===== config.mk =====
export PLATFORM = sky130hd
export DESIGN_NAME = spi_norm_master
export DESIGN_NICKNAME = d
export VERILOG_FILES = /design/src/rtl/spi_norm_master.sv
export SDC_FILE = /design/constraint.sdc
export NUM_CORES = 1
export LEC_CHECK = 0
export BUFFER_PORTS_ARGS = -buffer_cell sky130_fd_sc_hd__buf_2
export CORE_MARGIN = 3
export CORE_UTILIZATION = 54
export CTS_BUF_LIST = sky130_fd_sc_hd__clkbuf_2 sky130_fd_sc_hd__clkbuf_4 sky130_fd_sc_hd__clkbuf_8
export DETAILED_ROUTE_END_ITERATION = 10
export PLACE_DENSITY = 0.77
export SYNTH_ARGS = -nofsm -noshare
export SYNTH_HDL_FRONTEND = slang
export SYNTH_SLANG_ARGS = --single-unit

===== constraint.sdc =====
create_clock -name clk -period 2.57 [get_ports clk]
set_input_delay 0.257 -clock clk [delete_from_list [all_inputs] [get_ports clk]]
set_output_delay 0.257 -clock clk [all_outputs]
set_load 0.02 [all_outputs]

===== src/rtl/spi_norm_master.sv =====
// Single-byte SPI mode-0 master with a load/busy handshake and registered outputs.
// Define SPI_NORM_LSB_FIRST_EN to shift LSB first on both mosi and miso.
module spi_norm_master #(
    parameter int DIV_FREQ_BY = 50
) (
    input  logic       clk,
    input  logic       rst,
    input  logic [7:0] data,
    input  logic       load_data,
    input  logic       miso,
    output logic       mosi,
    output logic       cs,
    output logic       sck,
    output logic       busy,
    output logic [7:0] received_data
);

    localparam int H     = DIV_FREQ_BY / 2;
    localparam int CNT_W = 17;
    localparam logic [CNT_W-1:0] H_LAST = CNT_W'(H - 1);

    typedef enum logic [1:0] {IDLE, SETUP, SHIFT, HOLD} state_t;

    state_t           state;
    state_t           state_next;
    logic [CNT_W-1:0] half_cnt;
    logic [3:0]       edge_cnt;
    logic [7:0]       tx_q;
    logic [7:0]       rx_q;

    logic       tick;
    logic       accept;
    logic       rise;
    logic       fall;
    logic       last_fall;
    logic       done;
    logic       cs_next;
    logic       sck_next;
    logic       mosi_next;
    logic       busy_next;
    logic       first_bit;
    logic       next_bit;
    logic [7:0] tx_shifted;
    logic [7:0] rx_shifted;

`ifdef SPI_NORM_LSB_FIRST_EN
    assign first_bit  = data[0];
    assign next_bit   = tx_q[1];
    assign tx_shifted = {1'b0, tx_q[7:1]};
    assign rx_shifted = {miso, rx_q[7:1]};
`else
    assign first_bit  = data[7];
    assign next_bit   = tx_q[6];
    assign tx_shifted = {tx_q[6:0], 1'b0};
    assign rx_shifted = {rx_q[6:0], miso};
`endif

    // tick marks the end of each SCK half-period; every sck toggle lands on one
    assign tick      = (state != IDLE) && (half_cnt == H_LAST);
    assign accept    = (state == IDLE) && load_data;
    assign rise      = tick && ((state == SETUP) || ((state == SHIFT) && !sck));
    assign fall      = tick && (state == SHIFT) && sck;
    assign last_fall = fall && (edge_cnt == 4'd15);
    assign done      = tick && (state == HOLD);

    always_ff @(posedge clk) begin
        if (rst) begin
            state         <= IDLE;
            half_cnt      <= '0;
            edge_cnt      <= '0;
            tx_q          <= '0;
            rx_q          <= '0;
            cs            <= 1'b1;
            sck           <= 1'b0;
            mosi          <= 1'b0;
            busy          <= 1'b0;
            received_data <= '0;
        end else begin
            state <= state_next;
            cs    <= cs_next;
            sck   <= sck_next;
            mosi  <= mosi_next;
            busy  <= busy_next;

            if ((state == IDLE) || tick) begin
                half_cnt <= '0;
            end else begin
                half_cnt <= half_cnt + 1'b1;
            end

            if (state == IDLE) begin
                edge_cnt <= '0;
            end else if (rise || fall) begin
                edge_cnt <= edge_cnt + 1'b1;
            end

            if (accept) begin
                tx_q <= data;
                rx_q <= '0;
            end else begin
                if (fall) tx_q <= tx_shifted;
                if (rise) rx_q <= rx_shifted;
            end

            if (done) received_data <= rx_q;
        end
    end

    always_comb begin
        state_next = state;
        case (state)
            IDLE:    if (load_data) state_next = SETUP;
            SETUP:   if (tick)      state_next = SHIFT;
            SHIFT:   if (last_fall) state_next = HOLD;
            HOLD:    if (tick)      state_next = IDLE;
            default:                state_next = IDLE;
        endcase
    end

    always_comb begin
        cs_next   = (state_next == IDLE);
        busy_next = (state_next != IDLE);
        sck_next  = sck;
        mosi_next = mosi;
        if (rise) sck_next = 1'b1;
        if (fall) sck_next = 1'b0;
        if (accept) begin
            mosi_next = first_bit;
        end else if (fall) begin
            mosi_next = last_fall ? 1'b0 : next_bit;
        end
    end

endmodule


After elaboration in Yosys (flattened, before gate mapping)
Cells that the tools add are included.
Widths: inputs -> output; s select.

word-level totals
  register bits = 50
  bits in latches = 0
  RAM bits = 0
  memory bits (read-only) = 0
  output and inout bits = 12
  word-level logic and storage cells = 48
  memories kept = 0

cells by class
  add/subtract/negate cells = 2
  $mul = 0
  div/mod/pow operators = 0
  magnitude comparators = 0
  eq/ne operators = 5
  shift operators = 0
  muxes and demuxes = 10
  bitwise logic cells = 0
  reductions and logical operators = 21

operators with widths
  cell                   count
  $add 17x1->17 const B  1
  $eq 17x5->1 const B    1
  $mux 7                 2
  $logic_and 1x1->1      8
  $mux 2                 4
  $pmux 2 s4             1
  $reduce_or 2->1        4
  $reduce_bool 2->1      3
  $add 4x1->4 const B    1
  $eq 2x2->1 const B     2
  $eq 4x4->1 const B     1
  $logic_not 2->1        2
  $logic_or 1x1->1       3
  $mux 1                 3
  $eq 2x1->1 const B     1
  $logic_not 1->1        1

Depth between registers and ports, before layout
Gate-level depths: netlist of run 1.

  depth in word-level cells = 8
  depth in mapped cells = 8
  mapped depth without buffers = 6

Worst setup path after synthesis of run 1
Ideal clock, no wire load.

  path kind = register -> register
  start point = register half_cnt[0]
  end point = register half_cnt[16]
  data arrival time = 1.431 ns
  data required time = 2.500 ns
  slack = 1.069 ns
  stages on the path, launching flop included = 7
  buffers on the path = 1
  cell sequence = dfxtp_1 ha_1 and2_0 buf_2 nand2_1 or4_1 a21oi_1

between the ends
  cells in the longest elaborated chain, start to end = 4

RTL lines
  element                                                                line  source
  from (decl)                                                            26    logic [CNT_W-1:0] half_cnt;
  from (signal assigned)                                                 88    half_cnt <= half_cnt + 1'b1;
  parallel branches: the longest is 4 deep, another holds $add 17x1->17  n/a

Parallel ways; which one is timed is not known.
A chain may end at the register's enable or synchronous reset.

Worst setup path in the final report of run 1
  start point = register half_cnt[0]
  end point = register edge_cnt[2]

between the ends
  cells in the longest elaborated chain, start to end = 5

RTL lines
  element                          line  source
  $eq 17x5->1 (*)                  59    assign tick = (state != IDLE) && (half_cnt == H_LAST);
  $logic_and 1x1->1 (*)            59
  $logic_and 1x1->1 (2 in series)  62    assign fall = tick && (state == SHIFT) && sck;
  $logic_or 1x1->1 (*)             93    end else if (rise || fall) begin
  to (signal assigned)             94    edge_cnt <= edge_cnt + 1'b1;
  to (decl)                        27    logic [3:0] edge_cnt;

Every way passes the cells marked *; elsewhere a longest branch is shown, timed or not.

==> results of run 1 <==
[per-layer routing]
metal	track usage	up-vias
met4	0.0638	0
met3	0.0360	5
met5	0	-
li1	-	981
met2	0.278	53
met1	0.240	869
[area by class of cell]
class / instances / area share
Multi-Input combinational cell: 191 / 0.458
Sequential cell: 50 / 0.408
Timing Repair Buffer: 26 / 0.0560
Clock buffer: 5 / 0.0280
Tap cell: 48 / 0.0245
Clock inverter: 3 / 0.0183
Inverter: 5 / 0.00764
[kinds of logic after synthesis]
| group | count (synthesis) | synth area share |
|---|---|---|
| compound gates | 68 | 0.172 |
| xor+xnor | 12 | 0.0471 |
| fa+ha+maj | 3 | 0.0168 |
| buf+inv | 22 | 0.0471 |
| flops | 50 | 0.449 |
| simple gates | 108 | 0.268 |
[metrics by stage]
| stage | hold slack (ps) | setup slack, ps |
|---|---|---|
| finish | 219 | 698 |
| global route | 229 | 471 |
| CTS | 213 | 702 |
| detailed placement | 450 | 721 |
| global placement | 447 | 775 |
| floorplan | 361 | 1070 |
[flip-flops by register name, indices dropped and copies added (netlist names)]
name,count
half_cnt,17
received_data,8
rx_q,8
cs,1
sck,1
busy,1
tx_q,7
state,2
mosi,1
edge_cnt,4
[report_power, final]
| part | switching, W | total [W] | internal (W) |
|---|---|---|---|
| combinational | 0.0000483 | 0.0000747 | 0.0000264 |
| sequential | 0.0000103 | 0.000800 | 0.000790 |
| clock | 0.000259 | 0.000549 | 0.000290 |
| total | 0.000318 | 0.00142 | 0.00111 |
[critical path: cells and delay by family (launching register included)]
kind / cells / cell delay [ps]
flip-flops: 1 / 340
buffers and inverters: 2 / 360
AND/OR/NAND/NOR: 4 / 950
adder cells (fa/ha/maj): 1 / 130
[path summary, 6_finish.rpt]
kind                          startpoint  slack, ps                        to
hold reg to reg   half_cnt[0]$_SDFF_PP0_        470    half_cnt[0]$_SDFF_PP0_
setup / recovery  half_cnt[0]$_SDFF_PP0_        700  edge_cnt[2]$_SDFFE_PP0P_
setup reg to reg  half_cnt[0]$_SDFF_PP0_        700  edge_cnt[2]$_SDFFE_PP0P_
hold / removal                   data[0]        220      tx_q[0]$_SDFFE_PP0P_
[synthesized netlist by cell type, drive strengths merged (5+ instances only)]
master	n	area share
nand2	11	0.019
nand3	28	0.065
a311oi	7	0.027
and4	5	0.020
nor2	26	0.044
xnor2	6	0.024
clkbuf	7	0.012
buf	10	0.027
nor3	6	0.013
inv	5	0.0084
xor2	6	0.024
and2	5	0.014
nand4	7	0.020
o21ai	30	0.067
a21oi	24	0.054
dfxtp	50	0.45
==> metrics.md, run 1 <==
| Metric | Value |
|---|---|
| Outcome | finished clean |
| Number of remaining DRC errors | 0 |
| Cell-by-cell trace of the critical path | inv_1, ha_1, nor4b_2, and4_1, buf_4, and4_1, nor3_1 |
| Final Routed Wirelength | 4380 microns |
| Placed Cells | 320 |
| Part of the Yosys area used for sequential elements | 0.449 |
| Proportion of synthesized flip-flops having asynchronous set or reset | 0 |
| CTS clk-pin slew, worst paths | 100 ps |
| Path type of the worst setup path | reg -> reg |
| Boundary Pins | 24 |
| Area of the die | 4940 sq um |
| R2r worst-path depth | 7 |
| Count of endpoints failing setup in the final report | 0 |
| Lkg Pwr | 0.820 nW |
| Total of max-cap violations | 0 |
| Count of unique library cells instantiated by Yosys | 41 |
| Least-Margin Pin Slew | 551 ps |
| I/O Buffers | 23 |
| DR top layer | met4 |
| Routability congestion estimate from global placement | 0.770 |
| Vias/cell | 5.82 |
| Max frequency | 534 MHz |
| Detailed-router iteration count before antenna repair | 4 |
| Number of buffers added by the clock tree synthesis step | 5 |
| Number of register bits inferred by synthesis | 50 |
| Global-route wire length before repair | 7370 microns |
| Nature of the critical path endpoint | flip-flop |
| Routed length on met2 | 1880 microns |
| Clock root buffer | clkbuf_8 |
| Post-synth net total | 278 |
| Detailed-placement wirelength estimate | 2930 microns |
| DP Area | 2340 sq um |
| Synth-to-layout area growth | 10.1% |
| Hold/Removal Path Class | in -> reg |
| Unrepaired setup endpoints after global routing | no |
| Filler cells | 328 |
| Amount of wire on met3 after detailed routing | 230 microns |
| Commonest non-fill, non-tap cell in the layout | dfxtp_1 |
| Gate count after technology mapping | 263 |
| Count of instances resized after the clock tree is built | 0 |
| TritonCTS clock tree | built |
| Starting density of the core | 0.583 |
| Design Area, Final | 2460 sq um |
| Post-route fraction of the period consumed by the critical path | 0.728 |
| Post-synth EDFFs | 0 |
| Detailed router's first-iteration violation count | 120 |
| Worst setup SP type | flip-flop |
| FF+latch area | 1000 sq um |
| Max_slew headroom | 0.630 |
| Worst hold path stage count | 3 |
| Maximum resistive drop on vdd | 551 uV |
| Layout Cells excl Fill | 328 |
| Initial antenna violation count | 0 |
| Number of clock sinks | 50 |
| Antenna cell count | 0 |
| Power density cells | 580 nW/um^2 |
| Final critical path time including I/O delays and setup | 1870 ps |
| Die width | 70.3 microns |
| Worst-case clock skew | 11.8 ps |
| Aggregate global routing overflow | 0 |
| Y dimension of the die | 70.3 microns |
| Number of pins with negative max-slew slack in the final report | 0 |
| Total routed wire length on the met1 layer | 2210 microns |
| Layout cells sized above 1 | 0.139 |
| Top fanout value on the critical path | 21 |
| Setup TNS | 0 ps |
| Commonest cells after routing, fill and taps aside | dfxtp_1, nand3_1, nor2_1, o21ai_0, a21oi_1 |
| Vias | 1908 |
| Count of final hold-check violations | 0 |
| Global Route Usage Sum | 0.177 |
| Placement Rows | 22 |
| Final cell utilization of the core | 0.642 |
| Leading register cell type out of synthesis | dfxtp_1 |
| Library cell contributing the largest single delay on the critical path | and4_1 |
| Post-CTS Setup Inserts | 0 |
| Largest stage delay on the critical path | 440 ps |
| Core Box Area | 3830 sq um |
| Netlist area before placement | 2230 sq um |
| # hold bufs at CTS | 0 |
| Routed wirelength normalized by instance count | 13.3 microns |
| Combined area of the multi-input logic cells | 1120 sq um |
| Mean post-synth cell area | 8.48 sq um |
| Maximum number of pins on one net before global-route repair | 25 |
| Number of global-route vias before repair | 1727 |
| Library cell appearing most often on the critical path | and4_1 |
| Warning count from the yosys run | 0 |
| Req. time, crit path | 2770 ps |
| Worst endpoint data arrival time | 2080 ps |
| Clock Latency Late Sink | 300 ps |
| Clock H-tree levels | 2 |
| Post-layout total power | 0.00142 W |
| Max Root-Sink Buffers | 2 |
| Post-route ant nets | 0 |
| Post-layout nets | 294 |
(Power assumes the default switching activity.)
==> run 2: changes to the inputs <==
Settings changed: ABC_AREA from default to 1.
Clock period 2.57 ns to 1.85 ns, I/O delays scaled along.
==> metrics.md, run 2 <==
| Metric | Value |
|---|---|
| Outcome | finished clean |
| Aggregate global routing overflow | 0 |
| Number of pins with negative max-slew slack in the final report | 0 |
| Proportion of synthesized flip-flops having asynchronous set or reset | 0 |
| Top post-synthesis cells by count | nor2_1, nand2_1, inv_1, dfxtp_1, a21oi_1 |
| Count of unique library cells instantiated by Yosys | 38 |
| Clock Latency Late Sink | 310 ps |
| Clock root buffer | clkbuf_8 |
| Unrepaired setup endpoints after global routing | no |
| Largest cells by area after synthesis | dfxtp_1, nor2_1, nand2_1 |
| Count of endpoints failing setup in the final report | 0 |
| GRT busiest layer | met2 |
| Adder-cell share of the synthesized area | 0.0150 |
| Setup TNS | 0 ps |
| Largest register by flop count | half_cnt |
| Number of global-route vias before repair | 2038 |
| Count of instances resized after the clock tree is built | 0 |
| Synth-to-layout area growth | 11.3% |
| Area share of and/or/nand/nor cells after synthesis | 0.369 |
| Max frequency | 575 MHz |
| Xor/xnor share of the synthesized area | 0.0244 |
| Proportion of netlist area held by the largest area contributor | 0.399 |
| Number of remaining DRC errors | 0 |
| Global routing met2 resource utilization | 0.323 |
| Final Routed Wirelength | 4830 microns |
| Mean post-synth cell area | 7.05 sq um |
| Post-route fraction of the period consumed by the critical path | 0.940 |
| Lkg Pwr | 1.17 nW |
| Detailed-router iteration count before antenna repair | 4 |
| Count of final hold-check violations | 0 |
| Top-count cell post-synth | nor2_1 |
| # hold bufs at CTS | 0 |
| Max Root-Sink Buffers | 2 |
| Nature of the critical path endpoint | flip-flop |
| Starting density of the core | 0.569 |
| Met1 usage in global routing | 0.242 |
| Placement Rows | 24 |
| Layout cells sized above 1 | 0.161 |
| Y dimension of the die | 74.2 microns |
| Path type of the worst setup path | reg -> reg |
| Global-route wire length before repair | 8390 microns |
| Number of buffers added by the clock tree synthesis step | 5 |
| Req. time, crit path | 2100 ps |
| DP Area | 2680 sq um |
| Commonest non-fill, non-tap cell in the layout | nor2_1 |
| Vias | 2196 |
| Hold/Removal Path Class | in -> reg |
| CTS clk-pin slew, worst paths | 90 ps |
| Worst endpoint data arrival time | 1990 ps |
| Compound-cell area share of the yosys netlist | 0.0877 |
| Worst setup SP type | flip-flop |
| Post-synth EDFFs | 0 |
| Design Area, Final | 2790 sq um |
| Antenna cell count | 0 |
| Core Box Area | 4410 sq um |
| TritonCTS clock tree | built |
| Routed wirelength normalized by instance count | 11.0 microns |
| Netlist area before placement | 2510 sq um |
| Max_slew headroom | 0.763 |
| Total of max-cap violations | 0 |
| Post-layout nets | 399 |
| Post-synth net total | 371 |
| Mux contribution to synthesized area | 0 |
| Leading register cell type out of synthesis | dfxtp_1 |
| Vias/cell | 5.03 |
| Least-Margin Pin Slew | 354 ps |
| Area of the die | 5500 sq um |
| Part of the Yosys area used for sequential elements | 0.399 |
| Dominant combinational cell family by area after synthesis | simple AND/OR/NAND/NOR gates |
| Filler cells | 407 |
| Maximum resistive drop on vdd | 542 uV |
| Warning count from the yosys run | 0 |
| Post-route ant nets | 0 |
| Worst-case clock skew | 9.41 ps |
| Biggest regs | half_cnt (17), received_data (8), rx_q (8) |
| Fraction of met3 tracks used by global routing | 0.0459 |
| Routability congestion estimate from global placement | 0.821 |
| Post-CTS Setup Inserts | 0 |
| Final critical path time including I/O delays and setup | 1740 ps |
| Maximum number of pins on one net before global-route repair | 16 |
| Initial antenna violation count | 0 |
| Max reg flops | 17 |
| Detailed-placement wirelength estimate | 3570 microns |
| Die width | 74.2 microns |
| Commonest cells after routing, fill and taps aside | nor2_1, nand2_1, inv_1 |
| Top fanout value on the critical path | 11 |
| Number of clock sinks | 50 |
| Gate count after technology mapping | 356 |
| Global Route Usage Sum | 0.196 |
| Power density cells | 720 nW/um^2 |
| Clock H-tree levels | 2 |
| Largest area contributor in the netlist | dfxtp_1 |
| Boundary Pins | 24 |
| I/O Buffers | 23 |
| Number of register bits inferred by synthesis | 50 |
| Detailed router's first-iteration violation count | 150 |
## run 2: path summary, 6_finish.rpt
check,from,cells past startpoint,slack (ps),end
worst max-delay path,half_cnt[0]$_SDFF_PP0_,8,110,busy$_SDFF_PP0_
worst min-delay path,data[0],3,130,tx_q[0]$_SDFFE_PP0P_
worst max register to register,half_cnt[0]$_SDFF_PP0_,8,110,busy$_SDFF_PP0_
worst min register to register,edge_cnt[3]$_SDFFE_PP0P_,2,470,edge_cnt[3]$_SDFFE_PP0P_
## run 2: where the power goes
part / internal (W) / leakage, nW / total [W] / switching, W
clock: 0.000398 / 0.0579 / 0.000766 / 0.000367
combinational: 0.0000493 / 0.710 / 0.000144 / 0.0000945
sequential: 0.00109 / 0.404 / 0.00110 / 0.00000970
## run 2: logic make-up (layout without fill, tap and decap cells)
logic type,after synthesis,count (layout)
and+or+nand+nor,189,189
buffers and inverters,66,95
DFF,50,50
adders and majority gates,3,3
xor gates and xnor gates,7,7
AOI/OAI and AO/OA,41,41
## run 2: metal layers
metal,up-vias,share of wire
li1,1169,-
met2,33,0.48
met4,0,0.021
met5,-,0
met1,983,0.46
met3,11,0.035
## run 2: critical path, cell delays in order (launching register included)
cell and delay [ps]:
dfxtp_1 350, inv_1 70, ha_1 200, nand4_1 180
nor2_4 170, nand3_2 240, nor2_1 220, o21ai_0 150
nand2_1 100
## run 2: layout make-up
type	count	area, sq um	share of cell area
clock inverters	3	40.0	0.0143
inverters	60	228	0.0815
multi-input cells	240	1240	0.446
repair buffers	27	145	0.0520
well taps	52	65.1	0.0233
clock buffers	5	68.8	0.0246
flip-flops and latches	50	1000	0.358
## run 2: metrics by stage
step / std cells / power, W / hold WS, ps / setup WS (ps) / utilization
6_report: 437 / 0.00201 / 126 / 110 / 0.633
5_1_grt: 437 / 0.00209 / 147 / 24.5 / 0.633
4_1_cts: 437 / 0.00203 / 122 / 121 / 0.633
3_5_place_dp: 429 / 0.00127 / 455 / 165 / 0.608
3_3_place_gp: 429 / 0.00127 / 440 / 283 / 0.608
2_1_floorplan: 356 / 0.00123 / 333 / 432 / -
